$ cat config.mk
export PLATFORM = sky130hd
export DESIGN_NAME = keypad_scan_debounce_flat
export DESIGN_NICKNAME = d
export VERILOG_FILES = /design/src/rtl/keypad_scan_debounce_if.sv /design/src/rtl/keypad_scan_debounce.sv /design/src/flat_wrapper.sv
export SDC_FILE = /design/constraint.sdc
export NUM_CORES = 1
export LEC_CHECK = 0
export CAP_MARGIN = 20
export CORE_MARGIN = 1
export CORE_UTILIZATION = 51
export DETAILED_ROUTE_END_ITERATION = 16
export PLACE_DENSITY = 0.81
export SETUP_SLACK_MARGIN = 0.2
export SLEW_MARGIN = 20
export SYNTH_ARGS = -nofsm -noshare
export SYNTH_HDL_FRONTEND = slang
export SYNTH_SLANG_ARGS = --single-unit
$ cat constraint.sdc
create_clock -name clk -period 3.5 [get_ports clk]
set_input_delay 0.525 -clock clk [delete_from_list [all_inputs] [get_ports clk]]
set_output_delay 0.525 -clock clk [all_outputs]
set_load 0.01 [all_outputs]
$ cat src/rtl/keypad_scan_debounce_if.sv
`default_nettype none
`timescale 1ns/1ps
// ============================================================================
// Module      : keypad_scan_debounce_if
// Description : Keypad matrix lines and debounced key outputs.
// Revision    : 1.0 - initial release
// ============================================================================
interface keypad_scan_debounce_if;
    logic [3:0] row;
    logic [3:0] col;
    logic [3:0] key_value;
    logic       key_valid;
    logic       key_pulse;

    // master: keypad / consumer side; slave: the scanner itself
    modport master (
        output row,
        input  col,
        input  key_value,
        input  key_valid,
        input  key_pulse
    );

    modport slave (
        input  row,
        output col,
        output key_value,
        output key_valid,
        output key_pulse
    );
endinterface
`default_nettype wire

$ cat src/rtl/keypad_scan_debounce.sv
`default_nettype none
`timescale 1ns/1ps
// ============================================================================
// Module      : keypad_scan_debounce
// Description : 4x4 keypad column scanner with press/release debouncing.
// Revision    : 1.0 - initial release
// ============================================================================
module keypad_scan_debounce #(
    parameter int SCAN_DIV       = 100000,
    parameter int DEBOUNCE_TICKS = 4
) (
    input  logic                  clk,
    input  logic                  reset_n,
    keypad_scan_debounce_if.slave kp
);

    localparam int c_PRESC_W = (SCAN_DIV > 1) ? $clog2(SCAN_DIV) : 1;
    localparam int c_CNT_W   = (DEBOUNCE_TICKS > 1) ? $clog2(DEBOUNCE_TICKS + 1) : 1;
    localparam logic [c_PRESC_W-1:0] c_PRESC_MAX = c_PRESC_W'(SCAN_DIV - 1);
    localparam logic [c_CNT_W-1:0]   c_CNT_DONE  = c_CNT_W'(DEBOUNCE_TICKS);
    localparam logic [c_CNT_W-1:0]   c_CNT_ONE   = c_CNT_W'(1);

    typedef enum logic [1:0] {
        ST_SCAN      = 2'd0,
        ST_DEB_PRESS = 2'd1,
        ST_HELD      = 2'd2,
        ST_DEB_REL   = 2'd3
    } state_t;

    state_t               r_state;
    state_t               w_state_nxt;
    logic [3:0]           r_row_meta;
    logic [3:0]           r_row_s;
    logic [c_PRESC_W-1:0] r_presc;
    logic [3:0]           r_col;
    logic [1:0]           r_row_idx;
    logic [1:0]           r_col_idx;
    logic [c_CNT_W-1:0]   r_cnt;
    logic [3:0]           r_key_value;
    logic                 r_key_valid;
    logic                 r_key_pulse;

    logic [3:0]           w_col_nxt;
    logic [1:0]           w_row_idx_nxt;
    logic [1:0]           w_col_idx_nxt;
    logic [c_CNT_W-1:0]   w_cnt_nxt;
    logic [3:0]           w_key_value_nxt;
    logic                 w_key_valid_nxt;
    logic                 w_key_pulse_nxt;

    logic                 w_tick;
    logic [3:0]           w_col_rot;
    logic [1:0]           w_row_first;
    logic [1:0]           w_col_enc;
    logic                 w_key_row;
    logic [c_CNT_W-1:0]   w_cnt_inc;

    assign w_tick    = (r_presc == c_PRESC_MAX);
    assign w_col_rot = {r_col[2:0], r_col[3]};
    assign w_key_row = r_row_s[r_row_idx];
    assign w_cnt_inc = r_cnt + c_CNT_ONE;

    // Lowest active row wins when several keys share the driven column
    always_comb begin
        w_row_first = 2'd3;
        if (r_row_s[0])      w_row_first = 2'd0;
        else if (r_row_s[1]) w_row_first = 2'd1;
        else if (r_row_s[2]) w_row_first = 2'd2;
    end

    always_comb begin
        case (r_col)
            4'b0010: w_col_enc = 2'd1;
            4'b0100: w_col_enc = 2'd2;
            4'b1000: w_col_enc = 2'd3;
            default: w_col_enc = 2'd0;
        endcase
    end

    // Synchronizer and free-running prescaler
    always_ff @(posedge clk or negedge reset_n) begin
        if (!reset_n) begin
            r_row_meta <= 4'b0000;
            r_row_s    <= 4'b0000;
            r_presc    <= '0;
        end else begin
            r_row_meta <= kp.row;
            r_row_s    <= r_row_meta;
            r_presc    <= w_tick ? '0 : r_presc + c_PRESC_W'(1);
        end
    end

    always_ff @(posedge clk or negedge reset_n) begin
        if (!reset_n) begin
            r_state     <= ST_SCAN;
            r_col       <= 4'b0001;
            r_row_idx   <= 2'd0;
            r_col_idx   <= 2'd0;
            r_cnt       <= '0;
            r_key_value <= 4'd0;
            r_key_valid <= 1'b0;
            r_key_pulse <= 1'b0;
        end else begin
            r_state     <= w_state_nxt;
            r_col       <= w_col_nxt;
            r_row_idx   <= w_row_idx_nxt;
            r_col_idx   <= w_col_idx_nxt;
            r_cnt       <= w_cnt_nxt;
            r_key_value <= w_key_value_nxt;
            r_key_valid <= w_key_valid_nxt;
            r_key_pulse <= w_key_pulse_nxt;
        end
    end

    always_comb begin
        w_state_nxt     = r_state;
        w_col_nxt       = r_col;
        w_row_idx_nxt   = r_row_idx;
        w_col_idx_nxt   = r_col_idx;
        w_cnt_nxt       = r_cnt;
        w_key_value_nxt = r_key_value;
        w_key_valid_nxt = r_key_valid;
        w_key_pulse_nxt = 1'b0;

        if (w_tick) begin
            case (r_state)
                ST_SCAN: begin
                    if (r_row_s == 4'b0000) begin
                        w_col_nxt = w_col_rot;
                    end else begin
                        w_row_idx_nxt = w_row_first;
                        w_col_idx_nxt = w_col_enc;
                        w_cnt_nxt     = c_CNT_ONE;
                        if (DEBOUNCE_TICKS == 1) begin
                            w_state_nxt     = ST_HELD;
                            w_key_value_nxt = {w_row_first, w_col_enc};
                            w_key_valid_nxt = 1'b1;
                            w_key_pulse_nxt = 1'b1;
                        end else begin
                            w_state_nxt = ST_DEB_PRESS;
                        end
                    end
                end
                ST_DEB_PRESS: begin
                    if (w_key_row) begin
                        w_cnt_nxt = w_cnt_inc;
                        if (w_cnt_inc == c_CNT_DONE) begin
                            w_state_nxt     = ST_HELD;
                            w_key_value_nxt = {r_row_idx, r_col_idx};
                            w_key_valid_nxt = 1'b1;
                            w_key_pulse_nxt = 1'b1;
                        end
                    end else begin
                        w_state_nxt = ST_SCAN;
                        w_col_nxt   = w_col_rot;
                    end
                end
                ST_HELD: begin
                    if (!w_key_row) begin
                        w_cnt_nxt = c_CNT_ONE;
                        if (DEBOUNCE_TICKS == 1) begin
                            w_state_nxt     = ST_SCAN;
                            w_key_valid_nxt = 1'b0;
                            w_col_nxt       = w_col_rot;
                        end else begin
                            w_state_nxt = ST_DEB_REL;
                        end
                    end
                end
                ST_DEB_REL: begin
                    if (!w_key_row) begin
                        w_cnt_nxt = w_cnt_inc;
                        if (w_cnt_inc == c_CNT_DONE) begin
                            w_state_nxt     = ST_SCAN;
                            w_key_valid_nxt = 1'b0;
                            w_col_nxt       = w_col_rot;
                        end
                    end else begin
                        // release bounce: back to held without a new pulse
                        w_state_nxt = ST_HELD;
                    end
                end
                default: w_state_nxt = ST_SCAN;
            endcase
        end
    end

    assign kp.col       = r_col;
    assign kp.key_value = r_key_value;
    assign kp.key_valid = r_key_valid;
    assign kp.key_pulse = r_key_pulse;

endmodule
`default_nettype wire
$ cat src/flat_wrapper.sv
// flat-port wrapper written by rule: the top's interface ports become plain ports
module keypad_scan_debounce_flat 
#(
    parameter int SCAN_DIV       = 100000,
    parameter int DEBOUNCE_TICKS = 4
)
  (clk, reset_n, kp_row, kp_col, kp_key_value, kp_key_valid, kp_key_pulse);
  keypad_scan_debounce_if kp_i ();
  input  logic clk;
  input  logic reset_n;
  input wire logic [$bits(kp_i.row)-1:0] kp_row;
  output wire logic [$bits(kp_i.col)-1:0] kp_col;
  output wire logic [$bits(kp_i.key_value)-1:0] kp_key_value;
  output wire logic [$bits(kp_i.key_valid)-1:0] kp_key_valid;
  output wire logic [$bits(kp_i.key_pulse)-1:0] kp_key_pulse;
  assign kp_i.row = kp_row;
  assign kp_col = kp_i.col;
  assign kp_key_value = kp_i.key_value;
  assign kp_key_valid = kp_i.key_valid;
  assign kp_key_pulse = kp_i.key_pulse;
  keypad_scan_debounce #(.SCAN_DIV(SCAN_DIV), .DEBOUNCE_TICKS(DEBOUNCE_TICKS)) u_core (.clk(clk), .reset_n(reset_n), .kp(kp_i));
endmodule
==> results.cfg, run 1 <==
[status]
status = complete, no violations

[die]
row_count = 22
fp.coreArea_um2 = 3771
die_h_um = 65.74
fp.dieArea_um2 = 4322
die_w_um = 65.74
initial_core_util_pct = 54.94
pin_count = 16

[place]
io_buffers = 15
place_congestion = 0.9361
post-dp-hpwl_mm = 2.966
dpl-instance-area_um2 = 2253

[routing]
wl_per_cell_um = 16.52
vias = 1454
viasPerCell = 5.959
ant_nets = 0
drt-total-wl_mm = 4.031
firstDrtPassIters = 4
drc = 0
drt_iter0_markers = 151

[synthesis]
yosysSeqAreaShare_pct = 53.20
synth_warnings = 0
synthTopCellsByCount = dfrtp_1 (43), nand3_1 (11), nor2_1 (10)
synthTopCellsByArea = dfrtp_1 (52%), mux2_2 (4.9%), xnor2_1 (3.8%), xor2_1 (3.0%), mux2_4 (2.9%)
syn-num-nets = 187
synth_top_area_share_pct = 51.93
synth-main-ff-cell = dfrtp_1
avgSynthCellArea_um2 = 11.64
async_reset_ff_share_pct = 100.0
synth_cell_types = 42
syn_area_um2 = 2072
synth_area_leader_cell = dfrtp_1
syn_inst = 178
synth-seq-cells = 44
synth_edf_count = 0
post-synth-top-count-cell = dfrtp_1

[run]
drv_cap = 0

[cts]
clk_pin_slew_ns = 0.07
cts_buffers = 5
root_buffer = clkbuf_8
clk_latency_ns = 0.29
post_cts_buffers = 0
clockBufferDepth = 2
cts_num_sinks = 44
cts_hold_buf = 0
h-tree-depth = 2
cts_tree = built
cts.repair.resized = 0

[worst_setup_path]
crit_path_top_delay_cell = or4_1
cp.arrival_ns = 2.88
crit_required_ns = 3.67
cp_max_fo = 8
worst_setup_path_end_kind = register
start_kind = register
path_class = reg2reg
critical_path.cell_chain = ha_1 > nand4_1 > or4_1 > a2111oi_2 > mux2_2
cpPeakStageDelay_ns = 0.71

[sta]
period_minus_slack_ns = 2.705
hold_viol = 0
skew_ns = 0.01137
whs_ns = 0.3531
rsz0062_at_grt = no
finalCritPeriodShare_pct = 77.29
fin_tns_setup_ns = 0
finalSetupViolations = 0
max_slew.worst_pin.slew_ns = 0.9252
fmax_ghz = 0.3697
drv_slew = 0
max-slew-margin-rel_pct = 38.32

[final_layout]
finish.utilization_pct = 62.14
area_delta_synth_final_pct = 13.10
antenna_cells = 0
fin_nets = 204
fillers = 285
drive_above_1_share_pct = 14.29
fin_area_um2 = 2344

[global_route]
antenna_found_initial = 0
grtUsageTotal_pct = 23.18
globalRoute.totalOverflow = 0
grt_pass1_vias = 1522
grt_pass1_wl_mm = 7.362
grt_max_degree = 45

[power]
finalPower_mw = 0.8575
power.density_nw_per_um2 = 365.9
peakVddDrop_mv = 0.3037
p_leak_nw = 1.043

[worst_hold_path]
hp-class = reg2reg
==> critical path, delay by kind of cell (launching register included) <==
| kind | cells | cell delay, ns |
|---|---|---|
| AO/OA/AOI/OAI | 1 | 0.52 |
| AND/OR/NAND/NOR | 2 | 1.02 |
| multiplexers | 1 | 0.42 |
| adder cells (fa/ha/maj) | 1 | 0.23 |
| flip-flops | 1 | 0.40 |
==> sequential cells by signal, indices dropped and copies added (netlist names), 2 cells and up, named ones only <==
name / cells
u_core.r_cnt: 3
u_core.r_col_idx: 2
u_core.r_row_s: 4
u_core.kp.key_value: 4
u_core.r_row_idx: 2
u_core.r_row_meta: 4
u_core.r_presc: 17
u_core.kp.col: 4
==> cell usage in the layout, fill, tap and decap left out, types with 2 or more instances in the layout <==
| master | synthesis | final |
|---|---|---|
| a21oi_1 | 7 | 7 |
| a31oi_1 | 3 | 3 |
| and2_1 | 5 | 5 |
| and3_1 | 3 | 3 |
| and4_1 | 4 | 4 |
| clkbuf_1 | 4 | 2 |
| clkbuf_8 | 0 | 6 |
| clkdlybuf4s50_1 | 0 | 14 |
| dfrtp_1 | 43 | 43 |
| ha_1 | 3 | 3 |
| inv_1 | 5 | 5 |
| mux2_2 | 9 | 9 |
| mux2_4 | 4 | 4 |
| nand2_1 | 9 | 9 |
| nand3_1 | 11 | 11 |
| nand4_1 | 4 | 4 |
| nand4bb_1 | 2 | 2 |
| nor2_1 | 10 | 10 |
| nor2b_1 | 2 | 2 |
| nor3_1 | 4 | 4 |
| nor3b_1 | 2 | 2 |
| nor4_1 | 4 | 4 |
| o21ai_0 | 3 | 3 |
| o2bb2ai_1 | 2 | 2 |
| or4b_2 | 2 | 2 |
| xnor2_1 | 9 | 9 |
| xor2_1 | 7 | 7 |
==> per-layer routing <==
layer	routed length, um	global-route usage (%)
met1	1754	30.00
met2	2040	36.99
met3	203	6.250
met4	31	8.696
met5	0	0
==> final cells by class <==
| cell class | instances | area (um2) | area share [%] |
|---|---|---|---|
| Timing Repair Buffer | 16 | 152.6 | 6.514 |
| Tap cell | 48 | 60.06 | 2.563 |
| Sequential cell | 44 | 1102 | 47.04 |
| Multi-Input combinational cell | 123 | 919.6 | 39.24 |
| Clock buffer | 8 | 90.09 | 3.844 |
| Inverter | 5 | 18.77 | 0.8009 |
==> path summary, 6_finish.rpt <==
path                                                      end  slack [ns]  cells past startpoint                      startpoint
worst min register to register    u_core.r_row_s[3]$_DFF_PN0_        0.35                      0  u_core.r_row_meta[3]$_DFF_PN0_
worst max register to register   u_core.kp.col[2]$_DFFE_PN0P_        0.79                      5     u_core.r_presc[0]$_DFF_PN0_
max in group asynchronous         u_core.r_row_s[3]$_DFF_PN0_        2.56                      1                         reset_n
worst min-delay path              u_core.r_row_s[3]$_DFF_PN0_        0.35                      0  u_core.r_row_meta[3]$_DFF_PN0_
min in group asynchronous       u_core.kp.key_pulse$_DFF_PN0_        0.36                      1                         reset_n
worst max-delay path             u_core.kp.col[2]$_DFFE_PN0P_        0.79                      5     u_core.r_presc[0]$_DFF_PN0_
==> per-stage QoR <==
stage / cells / setup slack [ns]
2_1_floorplan: 178 / 0.9868
3_3_place_gp: 236 / 0.9646
3_5_place_dp: 236 / 0.8150
4_1_cts: 244 / 0.7944
5_1_grt: 244 / 0.6392
6_report: 244 / 0.7949
==> where the power goes <==
part           internal, mW  leakage [nW]  switching [mW]
Sequential            0.513         0.578         0.00344
Combinational       0.00723         0.419          0.0136
Clock                 0.161        0.0455           0.160
Total                 0.681          1.04           0.177
==> kinds of logic (layout without fill, tap and decap cells) <==
family / count (synthesis) / count (layout) / share of synthesized area (%)
fa+ha+maj: 3 / 3 / 1.812
buf+inv: 11 / 29 / 2.415
compound gates: 21 / 21 / 6.945
mux: 15 / 15 / 9.360
xor+xnor: 16 / 16 / 6.764
flops: 44 / 44 / 53.20
simple gates: 68 / 68 / 19.50
(Power assumes the default switching activity.)
==> run 2: changes to the inputs <==
Settings changed: PLACE_DENSITY 0.81 to 0.84.
Clock period 3.5 ns to 2.45 ns, I/O delays scaled along.
==> run 2 against run 1 <==
Fmax grew 18%; sequential power up 43%; final area rose by 7.4%; clock power increased by 86%; routed wire length rose by 2.6%; via count grew 2.7%; count of clock-buffer cells in the layout shrank 1; core utilization is 4.6 points higher; combinational power up 55%; cell count up 4.9%; global-route usage shrank 0.63 points.
==> results.cfg, run 2 (same netlist as run 1, synthesis figures left out) <==
[final_layout]
drive_above_1_share_pct = 22.60
finish.utilization_pct = 66.76
largest_reg_flops = 17
antenna_cells = 0
fin_area_um2 = 2517
area_delta_synth_final_pct = 21.50
top_register = u_core.r_presc
fin_nets = 216
layout_commonest_cell = dfrtp_1
final_cell_mix = dfrtp_1 (43), clkdlybuf4s50_1 (14), buf_4 (13)

[worst_hold_path]
hp-class = in2async

[power]
p_clk_share_pct = 43.7
pwr-share-comb_pct = 2.4
finalPower_mw = 1.366
p_leak_nw = 1.131
peakVddDrop_mv = 0.3735
p_int_mw = 1.104
net-switching-power_mw = 0.2610
power.density_nw_per_um2 = 542.4
p_sw_share_pct = 19.12
p_seq_share_pct = 54.0

[sta]
rsz0062_at_grt = yes
finalCritPeriodShare_pct = 93.61
drv_slew = 0
max_slew.worst_pin.slew_ns = 0.9197
finalWorstSetupSlack_ns = 0.1565
finalSetupViolations = 0
skew_ns = 0.01009
hold_viol = 0
period_minus_slack_ns = 2.293
max-slew-margin-rel_pct = 38.69
fmax_ghz = 0.4360

[worst_setup_path]
ff2ff_path_depth = 4
path_class = reg2reg
start_kind = register
cp.arrival_ns = 2.48
worst_setup_path_end_kind = register
cp_max_fo = 4
crit_required_ns = 2.64

[routing]
drt-total-wl_mm = 4.137
firstDrtPassIters = 4
drt_iter0_markers = 134
wl_per_cell_um = 16.16
viasPerCell = 5.832
drc = 0
vias = 1493
ant_nets = 0

[cts]
cts_num_sinks = 44
clk_latency_ns = 0.30
h-tree-depth = 2
clk_pin_slew_ns = 0.08
clockBufferDepth = 2
cts_tree = built
root_buffer = clkbuf_8
cts_buffers = 5

[global_route]
globalRoute.totalOverflow = 0
grt_pass1_wl_mm = 7.134
grt_max_degree = 45
antenna_found_initial = 0
grtUsageTotal_pct = 22.55
grt_pass1_vias = 1559

[die]
row_count = 22
die_w_um = 65.74
fp.coreArea_um2 = 3771
pin_count = 16
fp.dieArea_um2 = 4322
initial_core_util_pct = 54.94
die_h_um = 65.74

[place]
post-dp-hpwl_mm = 2.953
place_ws_ns = 0.08843
dpl-instance-area_um2 = 2336
io_buffers = 15
place_congestion = 0.9066

[status]
status = complete, no violations

[run]
drv_cap = 0
-- run 2: routing by layer --
layer	part of all wire, %	global-route usage, %
met4	1.2	8.967
met3	3.9	5.382
met2	50	37.76
met5	0	0
met1	45	27.79
-- run 2: worst max-delay path, stage by stage (launching register included) --
cell	delay (ns)
dfrtp_1	0.39
or4b_4	0.54
or4_4	0.45
or4_4	0.49
mux2_4	0.32
-- run 2: layout make-up --
class,count,area (um2)
clock inverters,1,30.03
flip-flops and latches,44,1102
clock buffers,7,96.34
repair buffers,28,242.7
fillers,269,1254
inverters,5,18.77
well taps,48,60.06
multi-input cells,123,967.2
-- run 2: final timing paths --
path	startpoint	endpoint	slack, ns
min in group clk	u_core.r_row_meta[3]$_DFF_PN0_	u_core.r_row_s[3]$_DFF_PN0_	0.36
setup / recovery	u_core.r_presc[12]$_DFF_PN0_	u_core.r_col_idx[1]$_DFFE_PN0P_	0.16
hold reg to reg	u_core.r_row_meta[3]$_DFF_PN0_	u_core.r_row_s[3]$_DFF_PN0_	0.36
setup reg to reg	u_core.r_presc[12]$_DFF_PN0_	u_core.r_col_idx[1]$_DFFE_PN0P_	0.16
max in group asynchronous	reset_n	u_core.r_presc[14]$_DFF_PN0_	1.67
hold / removal	reset_n	u_core.kp.key_value[1]$_DFFE_PN0P_	0.20
-- run 2: metrics by stage --
step / setup TNS [ns] / instances / hold WS [ns]
2_1_floorplan: -0.2120 / 178 / 0.07191
3_3_place_gp: 0 / 246 / 0.3383
3_5_place_dp: 0 / 246 / 0.3394
4_1_cts: 0 / 255 / 0.2370
5_1_grt: 0 / 256 / 0.2713
6_report: 0 / 256 / 0.1985
-- run 2: timing repair --
| item | CTS | global route |
|---|---|---|
| hold buffers | 0 | 0 |
| hold endpoints to repair | 0 | 0 |
| setup endpoints to repair | 8 | 13 |
| pin swaps | 1 | 0 |
| resized for setup | 3 | 5 |
| setup buffers | 1 | 1 |
-- run 2: power by group through the flow --
stage / sequential [mW] / combinational [mW] / clock, mW
2_1_floorplan: 0.750 / 0.00852 / 0
3_3_place_gp: 0.751 / 0.0307 / 0
3_5_place_dp: 0.751 / 0.0321 / 0
4_1_cts: 0.737 / 0.0328 / 0.601
5_1_grt: 0.737 / 0.0368 / 0.638
6_report: 0.737 / 0.0322 / 0.597
